**src/rtl/lcd_time_sequencer.sv**
```systemverilog
`default_nettype none
// ============================================================================
// Module   : lcd_time_sequencer
// Purpose  : Drives an HD44780-class text LCD in 8-bit write-only mode.
//            After reset it waits for LCD power-up and sends the init
//            commands 0x38, 0x0C, 0x06 and 0x01. On each update request it
//            rewrites the first 8 cells of line 1 from eight 4-bit codes.
//            Each code is converted to ASCII by an external combinational
//            decoder: the code goes out on o_num_out and the ASCII byte
//            comes back on i_dec_in.
// Ports    : clk, rst_n        - clock, asynchronous active-low reset
//            i_codes[31:0]     - cell k code at [4k+3:4k], k=0 leftmost
//            i_update          - one-cycle refresh request
//            i_dec_in[7:0]     - ASCII byte returned by the decoder
//            o_num_out[3:0]    - code presented to the decoder
//            o_lcd_e/rs/rw     - LCD strobe, register select, read/write (0)
//            o_lcd_data[7:0]   - LCD data bus
//            o_busy            - init or refresh frame in progress
//            o_init_done       - init sequence has completed
// Revision : 1.0 - initial release
// ============================================================================
module lcd_time_sequencer #(
  parameter int PWR_CYCLES = 15000,
  parameter int E_CYCLES   = 2,
  parameter int CMD_CYCLES = 40,
  parameter int CLR_CYCLES = 1640
) (
  input  logic        clk,
  input  logic        rst_n,
  input  logic [31:0] i_codes,
  input  logic        i_update,
  input  logic [7:0]  i_dec_in,
  output logic [3:0]  o_num_out,
  output logic        o_lcd_e,
  output logic        o_lcd_rs,
  output logic        o_lcd_rw,
  output logic [7:0]  o_lcd_data,
  output logic        o_busy,
  output logic        o_init_done
);

  // One shared down-time counter, sized for the longest interval
  localparam int c_max_a = (PWR_CYCLES > CLR_CYCLES) ? PWR_CYCLES : CLR_CYCLES;
  localparam int c_max_b = (CMD_CYCLES > E_CYCLES) ? CMD_CYCLES : E_CYCLES;
  localparam int c_max   = (c_max_a > c_max_b) ? c_max_a : c_max_b;
  localparam int c_cw    = $clog2(c_max + 1);

  localparam logic [c_cw-1:0] c_pwr_last = c_cw'(PWR_CYCLES - 1);
  localparam logic [c_cw-1:0] c_e_last   = c_cw'(E_CYCLES - 1);
  localparam logic [c_cw-1:0] c_cmd_last = c_cw'(CMD_CYCLES - 1);
  localparam logic [c_cw-1:0] c_clr_last = c_cw'(CLR_CYCLES - 1);
  localparam logic [c_cw-1:0] c_cnt_zero = '0;
  localparam logic [c_cw-1:0] c_cnt_one  = c_cw'(1);

  typedef enum logic [2:0] {
    S_PWR    = 3'd0,
    S_SETUP  = 3'd1,
    S_STROBE = 3'd2,
    S_WAIT   = 3'd3,
    S_PREP   = 3'd4,
    S_IDLE   = 3'd5
  } state_t;

  state_t            r_state;
  logic [c_cw-1:0]   r_cnt;
  logic [c_cw-1:0]   r_wait_last;
  // Byte index in the current sequence: init 0..3, frame 0 (address) .. 8
  logic [3:0]        r_step;
  logic              r_in_init;
  logic              r_pending;
  logic [31:0]       r_snap;
  logic [3:0]        r_num;
  logic              r_e;
  logic              r_rs;
  logic [7:0]        r_data;
  logic              r_busy;
  logic              r_done;

  logic [3:0]        w_next_step;
  logic              w_seq_end;
  logic              w_start_frame;

  function automatic logic [7:0] f_init_cmd(input logic [1:0] idx);
    case (idx)
      2'd0:    return 8'h38;  // 8-bit bus, 2 lines, 5x8 font
      2'd1:    return 8'h0C;  // display on, cursor off
      2'd2:    return 8'h06;  // increment, no shift
      default: return 8'h01;  // clear display
    endcase
  endfunction

  assign w_next_step = r_step + 4'd1;

  // Last byte of the init sequence or of a frame has finished its wait
  assign w_seq_end = (r_state == S_WAIT) && (r_cnt == r_wait_last) &&
                     (r_in_init ? (r_step == 4'd3) : (r_step == 4'd8));

  // A frame starts from IDLE, or back-to-back when a request is waiting
  // (or arrives) exactly as the previous sequence ends.
  assign w_start_frame = ((r_state == S_IDLE) && i_update) ||
                         (w_seq_end && (r_pending || i_update));

  always_ff @(posedge clk or negedge rst_n) begin
    if (!rst_n) begin
      r_state     <= S_PWR;
      r_cnt       <= c_cnt_zero;
      r_wait_last <= c_cnt_zero;
      r_step      <= 4'd0;
      r_in_init   <= 1'b0;
      r_pending   <= 1'b0;
      r_snap      <= 32'd0;
      r_num       <= 4'd0;
      r_e         <= 1'b0;
      r_rs        <= 1'b0;
      r_data      <= 8'h00;
      r_busy      <= 1'b1;
      r_done      <= 1'b0;
    end else begin
      if (i_update && (r_state != S_IDLE)) begin
        r_pending <= 1'b1;
      end

      case (r_state)
        S_PWR: begin
          if (r_cnt == c_pwr_last) begin
            r_cnt     <= c_cnt_zero;
            r_step    <= 4'd0;
            r_in_init <= 1'b1;
            r_rs      <= 1'b0;
            r_data    <= f_init_cmd(2'd0);
            r_state   <= S_SETUP;
          end else begin
            r_cnt <= r_cnt + c_cnt_one;
          end
        end

        S_SETUP: begin
          r_e         <= 1'b1;
          r_cnt       <= c_cnt_zero;
          // The clear command needs the long post-write wait
          r_wait_last <= (!r_rs && (r_data == 8'h01)) ? c_clr_last : c_cmd_last;
          r_state     <= S_STROBE;
        end

        S_STROBE: begin
          if (r_cnt == c_e_last) begin
            r_e     <= 1'b0;
            r_cnt   <= c_cnt_zero;
            r_state <= S_WAIT;
          end else begin
            r_cnt <= r_cnt + c_cnt_one;
          end
        end

        S_WAIT: begin
          if (r_cnt != r_wait_last) begin
            r_cnt <= r_cnt + c_cnt_one;
          end else if (r_in_init && (r_step != 4'd3)) begin
            r_cnt   <= c_cnt_zero;
            r_step  <= w_next_step;
            r_data  <= f_init_cmd(w_next_step[1:0]);
            r_state <= S_SETUP;
          end else if (!r_in_init && (r_step != 4'd8)) begin
            // r_step (0..7) is the index of the next cell to write
            r_cnt   <= c_cnt_zero;
            r_step  <= w_next_step;
            r_num   <= r_snap[{r_step[2:0], 2'b00} +: 4];
            r_state <= S_PREP;
          end else begin
            if (r_in_init) begin
              r_done <= 1'b1;
            end
            r_in_init <= 1'b0;
            r_busy    <= 1'b0;
            r_state   <= S_IDLE;
          end
        end

        S_PREP: begin
          // Decoder has had one full clock to settle on r_num
          r_data  <= i_dec_in;
          r_rs    <= 1'b1;
          r_state <= S_SETUP;
        end

        S_IDLE: begin
        end

        default: begin
          r_state <= S_PWR;
        end
      endcase

      // Frame start overrides the sequence-end assignments above
      if (w_start_frame) begin
        r_snap    <= i_codes;
        r_pending <= 1'b0;
        r_busy    <= 1'b1;
        r_in_init <= 1'b0;
        r_step    <= 4'd0;
        r_cnt     <= c_cnt_zero;
        r_rs      <= 1'b0;
        r_data    <= 8'h80;
        r_state   <= S_SETUP;
      end
    end
  end

  assign o_num_out   = r_num;
  assign o_lcd_e     = r_e;
  assign o_lcd_rs    = r_rs;
  assign o_lcd_rw    = 1'b0;  // write-only interface
  assign o_lcd_data  = r_data;
  assign o_busy      = r_busy;
  assign o_init_done = r_done;

endmodule
`default_nettype wire
```
**config.mk**
```make
export PLATFORM = sky130hd
export DESIGN_NAME = lcd_time_sequencer
export DESIGN_NICKNAME = d
export VERILOG_FILES = /design/src/rtl/lcd_time_sequencer.sv
export SDC_FILE = /design/constraint.sdc
export NUM_CORES = 1
export LEC_CHECK = 0
export CAP_MARGIN = 20
export CORE_MARGIN = 3
export CORE_UTILIZATION = 49
export DETAILED_ROUTE_END_ITERATION = 8
export PLACE_DENSITY = 0.86
export SLEW_MARGIN = 25
export SYNTH_ARGS = -nofsm -noshare
export SYNTH_HDL_FRONTEND = slang
export SYNTH_SLANG_ARGS = --single-unit
```
**constraint.sdc**
```tcl
create_clock -name clk -period 2.6 [get_ports clk]
set_input_delay 0.65 -clock clk [delete_from_list [all_inputs] [get_ports clk]]
set_output_delay 0.65 -clock clk [all_outputs]
set_load 0.1 [all_outputs]
```
==> results.md, run 1 <==
- Relative slew margins: 65.5%
- Post-synth ARST share: 100%
- Setup WS pre-CTS: -37.5 ps
- Dpl cells: 514
- FF-to-FF path depth: 7
- Die span in y: 94.5 µm
- Clock Skews: 9.79 ps
- Crit path to: r_cnt[13]
- Sw Ratio: 41.5%
- Post-Synthesis Cells: 332
- Setup Crit Path Kind: register to register
- DRC: 0
- ANT cells: 0
- Number of antenna violations at the first check in global routing: 0
- Total CTS buffers: 9
- Critical Path Sink Type: register
- Pint: 3.44 mW
- Die ar.: 8930 µm²
- Synthesis warning total: 0
- Longest Clk Path Bufs: 2
- PortBufs: 58
- # nets final: 481
- Worst-margin pin slew: 517 ps
- CP Launch Type: register
- Final setup margin: -58.1 ps
- EDFF count, synth: 0
- Ys flop type: dfrtp_1
- Final RePlAce weighted congestion: 0.885
- WL final: 10.2 mm
- R2R setup slack: -60 ps
- Worst-Skew Late Latency: 340 ps
- Vias in the first global route: 3,132
- P_leak: 2.30 nW
- Syn avg cell area: 11.6 µm²
- # setup viols final: 10
- Worst endpoint required time: 2820 ps
- Rows: 31
- Post-Syn Nets: 382
- Share of cells above drive strength 1: 34.9%
- Critical R2R Capture: r_cnt[13]
- Core area: 7410 µm²
- Clock-pin slew on the worst setup and hold paths: 80 ps
- Critical path arrival: 2880 ps
- Pwr dens: 1140 nW/µm²
- Final hold vios: 0
- First-pass GRT wire length: 15.1 mm
- RR Startpoint: r_cnt[6]
- Vias per inst: 5.92
- Fmax: 376 MHz
- Outcome: finished, violations left
- Antenna Nets Post-Route: 0
- Combinational share of power: 51.9%
- Number of distinct library cells after synthesis: 63
- Area of the multi-input gates: 1950 µm²
- Htree depth: 3
- Initial Utilization: 51.8%
- Post-DP HPWL: 6.67 mm
- Pin count of the biggest net entering global routing: 43
- CTS tree: done
- # fillers: 526
- Ports: 60
- TritonRoute pass-1 iters: 5
- Final Slew Violations: 0
- Fin cells: 535
- Avg WL per Cell: 19.1 µm
- Worst hold path type: input port to async pin
- P_sw: 2.44 mW
- Gr usage total: 21.7%
- Violated checks: negative setup slack
- Reg power frac: 31.6%
- Final Cycle Share: 102%
- Register area: 1830 µm²
- Crit path max fanout: 13
- Seq/Total Area, Yosys: 47.6%
- GRT overflow: 0
- Util after Layout: 69.4%
- Crit path launch: r_cnt[6]
- Area Growth Syn to Fin: 34.1%
- Clock sinks: 73
- Flops & latches, synth: 73
- Root Buffer: clkbuf_8
- Mapped Area: 3840 µm²
- Clock Power Share: 16.6%
- VDD IR max: 0.594 mV
- Max_cap viols: 0
- Minimum clock period: 2660 ps
- Die X: 94.5 µm
- RSZ-0062 raised after global routing: yes
- Vias: 3,165
- Initial drt markers: 197
[registers in the layout, summed over array words and instances (netlist names)]
signal       flops
o_lcd_rs         1
o_busy           1
r_cnt           14
r_pending        1
r_wait_last      2
o_num_out        4
o_lcd_e          1
r_snap          32
o_init_done      1
r_state          3
r_step           4
r_in_init        1
o_lcd_data       8
[cell usage after synthesis, drive strengths merged, types with 2 or more instances]
library cell,count,area (µm²)
and2,2,12.5
or2,2,12.5
o21bai,3,22.5
nand2b,2,12.5
nand3,7,35.0
or4,6,46.3
nor2,16,60.1
ha,7,87.6
mux2i,6,60.1
mux4,8,180
o21ai,12,63.8
inv,10,37.5
nand4,3,18.8
a2bb2oi,7,61.3
a211oi,3,22.5
or3,7,51.3
nor4,2,12.5
clkbuf,4,25.0
dfrtp,72,1800
buf,13,82.6
a21o,6,45.0
mux2,38,428
and3,3,18.8
a31oi,3,18.8
o31ai,9,81.3
nor3b,2,15.0
or4bb,3,35.0
nand2,30,113
a22o,8,70.1
a21oi,13,68.8
o211ai,4,43.8
nor3,5,36.3
[cell usage in the layout (no fill, tap or decap), types with 3 or more instances in the layout]
master            n
a211oi_1          3
a21o_1            6
a21oi_1          11
a22o_1            8
a2bb2oi_2         5
a31oi_1           3
and3_1            3
buf_12            5
buf_4            56
clkbuf_1          3
clkbuf_8         10
clkdlybuf4s50_1  41
dfrtp_1          70
ha_1              7
inv_1            10
mux2_2           36
mux2i_1           6
mux4_2            8
nand2_1          28
nand3_1           7
nand4_1           3
nor2_1           16
nor3_1            4
o211ai_1          3
o21ai_0          10
o31ai_1           6
or3_1             4
or4_1             5
[through the flow]
| step | power [mW] | hold WS, ps | TNS (ps) | instance area [µm²] |
|---|---|---|---|---|
| detailed placement | 4.64 | 446 | -165 | 4770 |
| floorplan | 3.76 | 354 | 0 | 3840 |
| finish | 5.89 | 342 | -248 | 5140 |
| global route | 6.16 | 371 | -1470 | 5140 |
| global placement | 4.53 | 451 | 0 | 4770 |
| CTS | 5.62 | 355 | 0 | 4990 |
[power by group through the flow]
stage / Clock, mW / Combinational [mW] / Sequential [mW]
floorplan: 0 / 1.34 / 2.42
global placement: 0 / 2.69 / 1.83
detailed placement: 0 / 2.77 / 1.87
CTS: 0.984 / 2.79 / 1.84
global route: 1.03 / 3.22 / 1.91
finish: 0.976 / 3.05 / 1.86
[cell families after synthesis]
| logic type | count (synthesis) | synth area share, % |
|---|---|---|
| compound gates | 77 | 15.2 |
| xor+xnor | 1 | 0.228 |
| fa+ha+maj | 7 | 2.28 |
| buf+inv | 27 | 3.78 |
| flops | 73 | 47.6 |
| mux | 52 | 17.4 |
| other cells | 1 | 0.0977 |
| simple gates | 94 | 13.4 |
[per-layer routing]
layer / wire [µm] / global-route usage [%] / share of wire, %
met1: 4140 / 28.1 / 41
met2: 5210 / 36.3 / 51
met3: 707 / 4.70 / 6.9
met4: 145 / 7.21 / 1.4
met5: 0 / 0 / 0
[worst min-delay path by stage]
stage / end / depth (start not counted) / from
2_1_floorplan: o_init_done / 0 / rst_n
3_3_place_gp: o_init_done / 1 / o_init_done
3_5_place_dp: o_init_done / 1 / o_init_done
4_1_cts: r_cnt[5] / 2 / rst_n
5_1_grt: r_cnt[5] / 2 / rst_n
6_report: r_cnt[5] / 2 / rst_n
[critical path, stage by stage, from the launching register on]
cell and delay [ps]:
dfrtp_1 430, or4_2 700, or4_1 500, a21o_1 260, o211ai_4 250, buf_12 170, nor4_1 60, a21o_1 160
[timing repair]
action / CTS / global route
cloned: 0 / 2
setup buffers: 0 / 3
setup endpoints to repair: 3 / 19
pin swaps: 1 / 15
resized for setup: 0 / 17
hold buffers: 0 / 0
[cell type report]
| class | instances | area share [%] |
|---|---|---|
| flip-flops and latches | 73 | 35.6 |
| repair buffers | 105 | 19.2 |
| well taps | 99 | 2.41 |
| clock inverters | 3 | 1.26 |
| clock buffers | 13 | 2.89 |
| inverters | 10 | 0.730 |
| multi-input cells | 232 | 38.0 |
Note: power is estimated with default switching activity, not from simulation.
==> inputs of run 2 (changes only) <==
SETUP_SLACK_MARGIN = 0.5   (was default)
==> run 2 against run 1 <==
Net effect: the flow still finishes with violations (negative setup slack); sequential share of layout area down 0.35 points; highest routed layer unchanged; worst setup slack better by 25 ps; flip-flop and latch count unchanged; critical path type unchanged.
==> results.md, run 2 (synthesis gave the netlist of run 1 again) <==
- Fmax: 380 MHz
- Pwr dens: 1100 nW/µm²
- Setup Total Neg Slack: -429 ps
- CTS tree: done
- Die ar.: 8930 µm²
- Critical path arrival: 2920 ps
- P_leak: 2.30 nW
- Longest Clk Path Bufs: 2
- Initial drt markers: 207
- # fillers: 496
- First-pass GRT wire length: 16.3 mm
- CP Launch Type: register
- Number of antenna violations at the first check in global routing: 0
- Die X: 94.5 µm
- ANT cells: 0
- Root Buffer: clkbuf_8
- Ports: 60
- Worst-margin pin slew: 719 ps
- Max_cap viols: 0
- Clock sinks: 73
- Htree depth: 3
- TritonRoute pass-1 iters: 5
- Dpl cells: 504
- Share of cells above drive strength 1: 38.7%
- Final Cycle Share: 101%
- Crit path max fanout: 8
- RSZ-0062 raised after global routing: yes
- Antenna Nets Post-Route: 0
- Final hold vios: 0
- Final setup margin: -32.7 ps
- Vias in the first global route: 3,267
- Clock Skews: 12.7 ps
- Total power draw: 5.71 mW
- Commonest cells after routing, fill and taps aside: dfrtp_1, buf_4, clkdlybuf4s50_1
- Rows: 31
- Setup WS pre-CTS: -131 ps
- Gr usage total: 23.7%
- Final Slew Violations: 0
- Pin count of the biggest net entering global routing: 59
- Worst-Skew Late Latency: 360 ps
- Total CTS buffers: 9
- Initial Utilization: 51.8%
- Critical Path Sink Type: register
- Minimum clock period: 2630 ps
- Cell Area, Placed: 4730 µm²
- Util after Layout: 70.1%
- WL final: 10.2 mm
- Hold bufs inserted after CTS: 0
- PortBufs: 58
- Fin cells: 538
- Clock-pin slew on the worst setup and hold paths: 80 ps
- Setup Crit Path Kind: register to register
- Avg WL per Cell: 19.0 µm
- Die span in y: 94.5 µm
- Vias per inst: 6.02
- Core area: 7410 µm²
- Worst Hold Margin: 213 ps
- Commonest non-fill, non-tap cell in the layout: dfrtp_1
- Worst endpoint required time: 2890 ps
- Post-DP HPWL: 6.75 mm
- Outcome: finished, violations left
- Violated checks: negative setup slack
- Relative slew margins: 51.8%
- DRC: 0
- GRT overflow: 0
- Largest Register: r_snap
- Max reg flops: 32
- Vias: 3,240
- Final RePlAce weighted congestion: 0.966
- VDD IR max: 0.648 mV
- # setup viols final: 24
- Area Growth Syn to Fin: 35.3%
- Final instance area: 5190 µm²
- Worst hold path type: input port to async pin
- # nets final: 484
-- run 2: changes by cell type in the layout (fill, tap and decap cells not counted), moves of 3 or more --
cell	previous run	this run
a21oi_2	1	4
a21oi_1	11	7
o21ai_0	10	5
nor2_1	16	13
o21ai_1	1	6
buf_6	0	12
buf_4	56	50
-- run 2: cell type report --
type                    count  area (µm²)  area share, %
clock buffers              10         128           2.46
inverters                  10        37.5          0.723
multi-input cells         232        2020           38.9
flip-flops and latches     73        1830           35.2
clock inverters             6        42.5          0.819
repair buffers            108        1010           19.5
well taps                  99         124           2.39
-- run 2: worst paths after layout --
kind / startpoint / to / slack [ps] / cells past startpoint
setup / recovery: r_cnt[6] / r_cnt[13] / -30 / 7
hold / removal: rst_n / r_cnt[0] / 210 / 1
setup reg to reg: r_cnt[6] / r_cnt[13] / -30 / 7
hold reg to reg: o_init_done / o_init_done / 470 / 1
max in group asynchronous: rst_n / o_busy / 1720 / 2
min in group clk: o_init_done / o_init_done / 470 / 1
-- run 2: timing repair --
action                     in CTS  in global routing
buffers inserted               12                  5
pin swaps                      14                 10
setup endpoints to repair      68                 71
gates resized for setup        27                 11
cloned                          1                  0
-- run 2: per-layer routing --
metal  global-route usage, %  up-vias  wire length (µm)
li1                        -     1446                 -
met1                    28.3     1622              4010
met2                    40.0      132              5200
met3                    7.65       40               693
met4                    9.13        0               324
met5                       0        -                 0
-- run 2: power by group --
group	leakage, nW	total (mW)	internal [mW]	switching [mW]
clock	0.0827	0.796	0.348	0.448
sequential	0.913	1.86	1.55	0.304
combinational	1.30	3.06	1.29	1.77
-- run 2: critical path: stages, from the launching register on --
cell and delay [ps]:
dfrtp_1 420, or4_1 530, a2111o_1 460, or3_4 380
o31ai_4 350, buf_6 180, o21bai_1 110, a21o_1 120
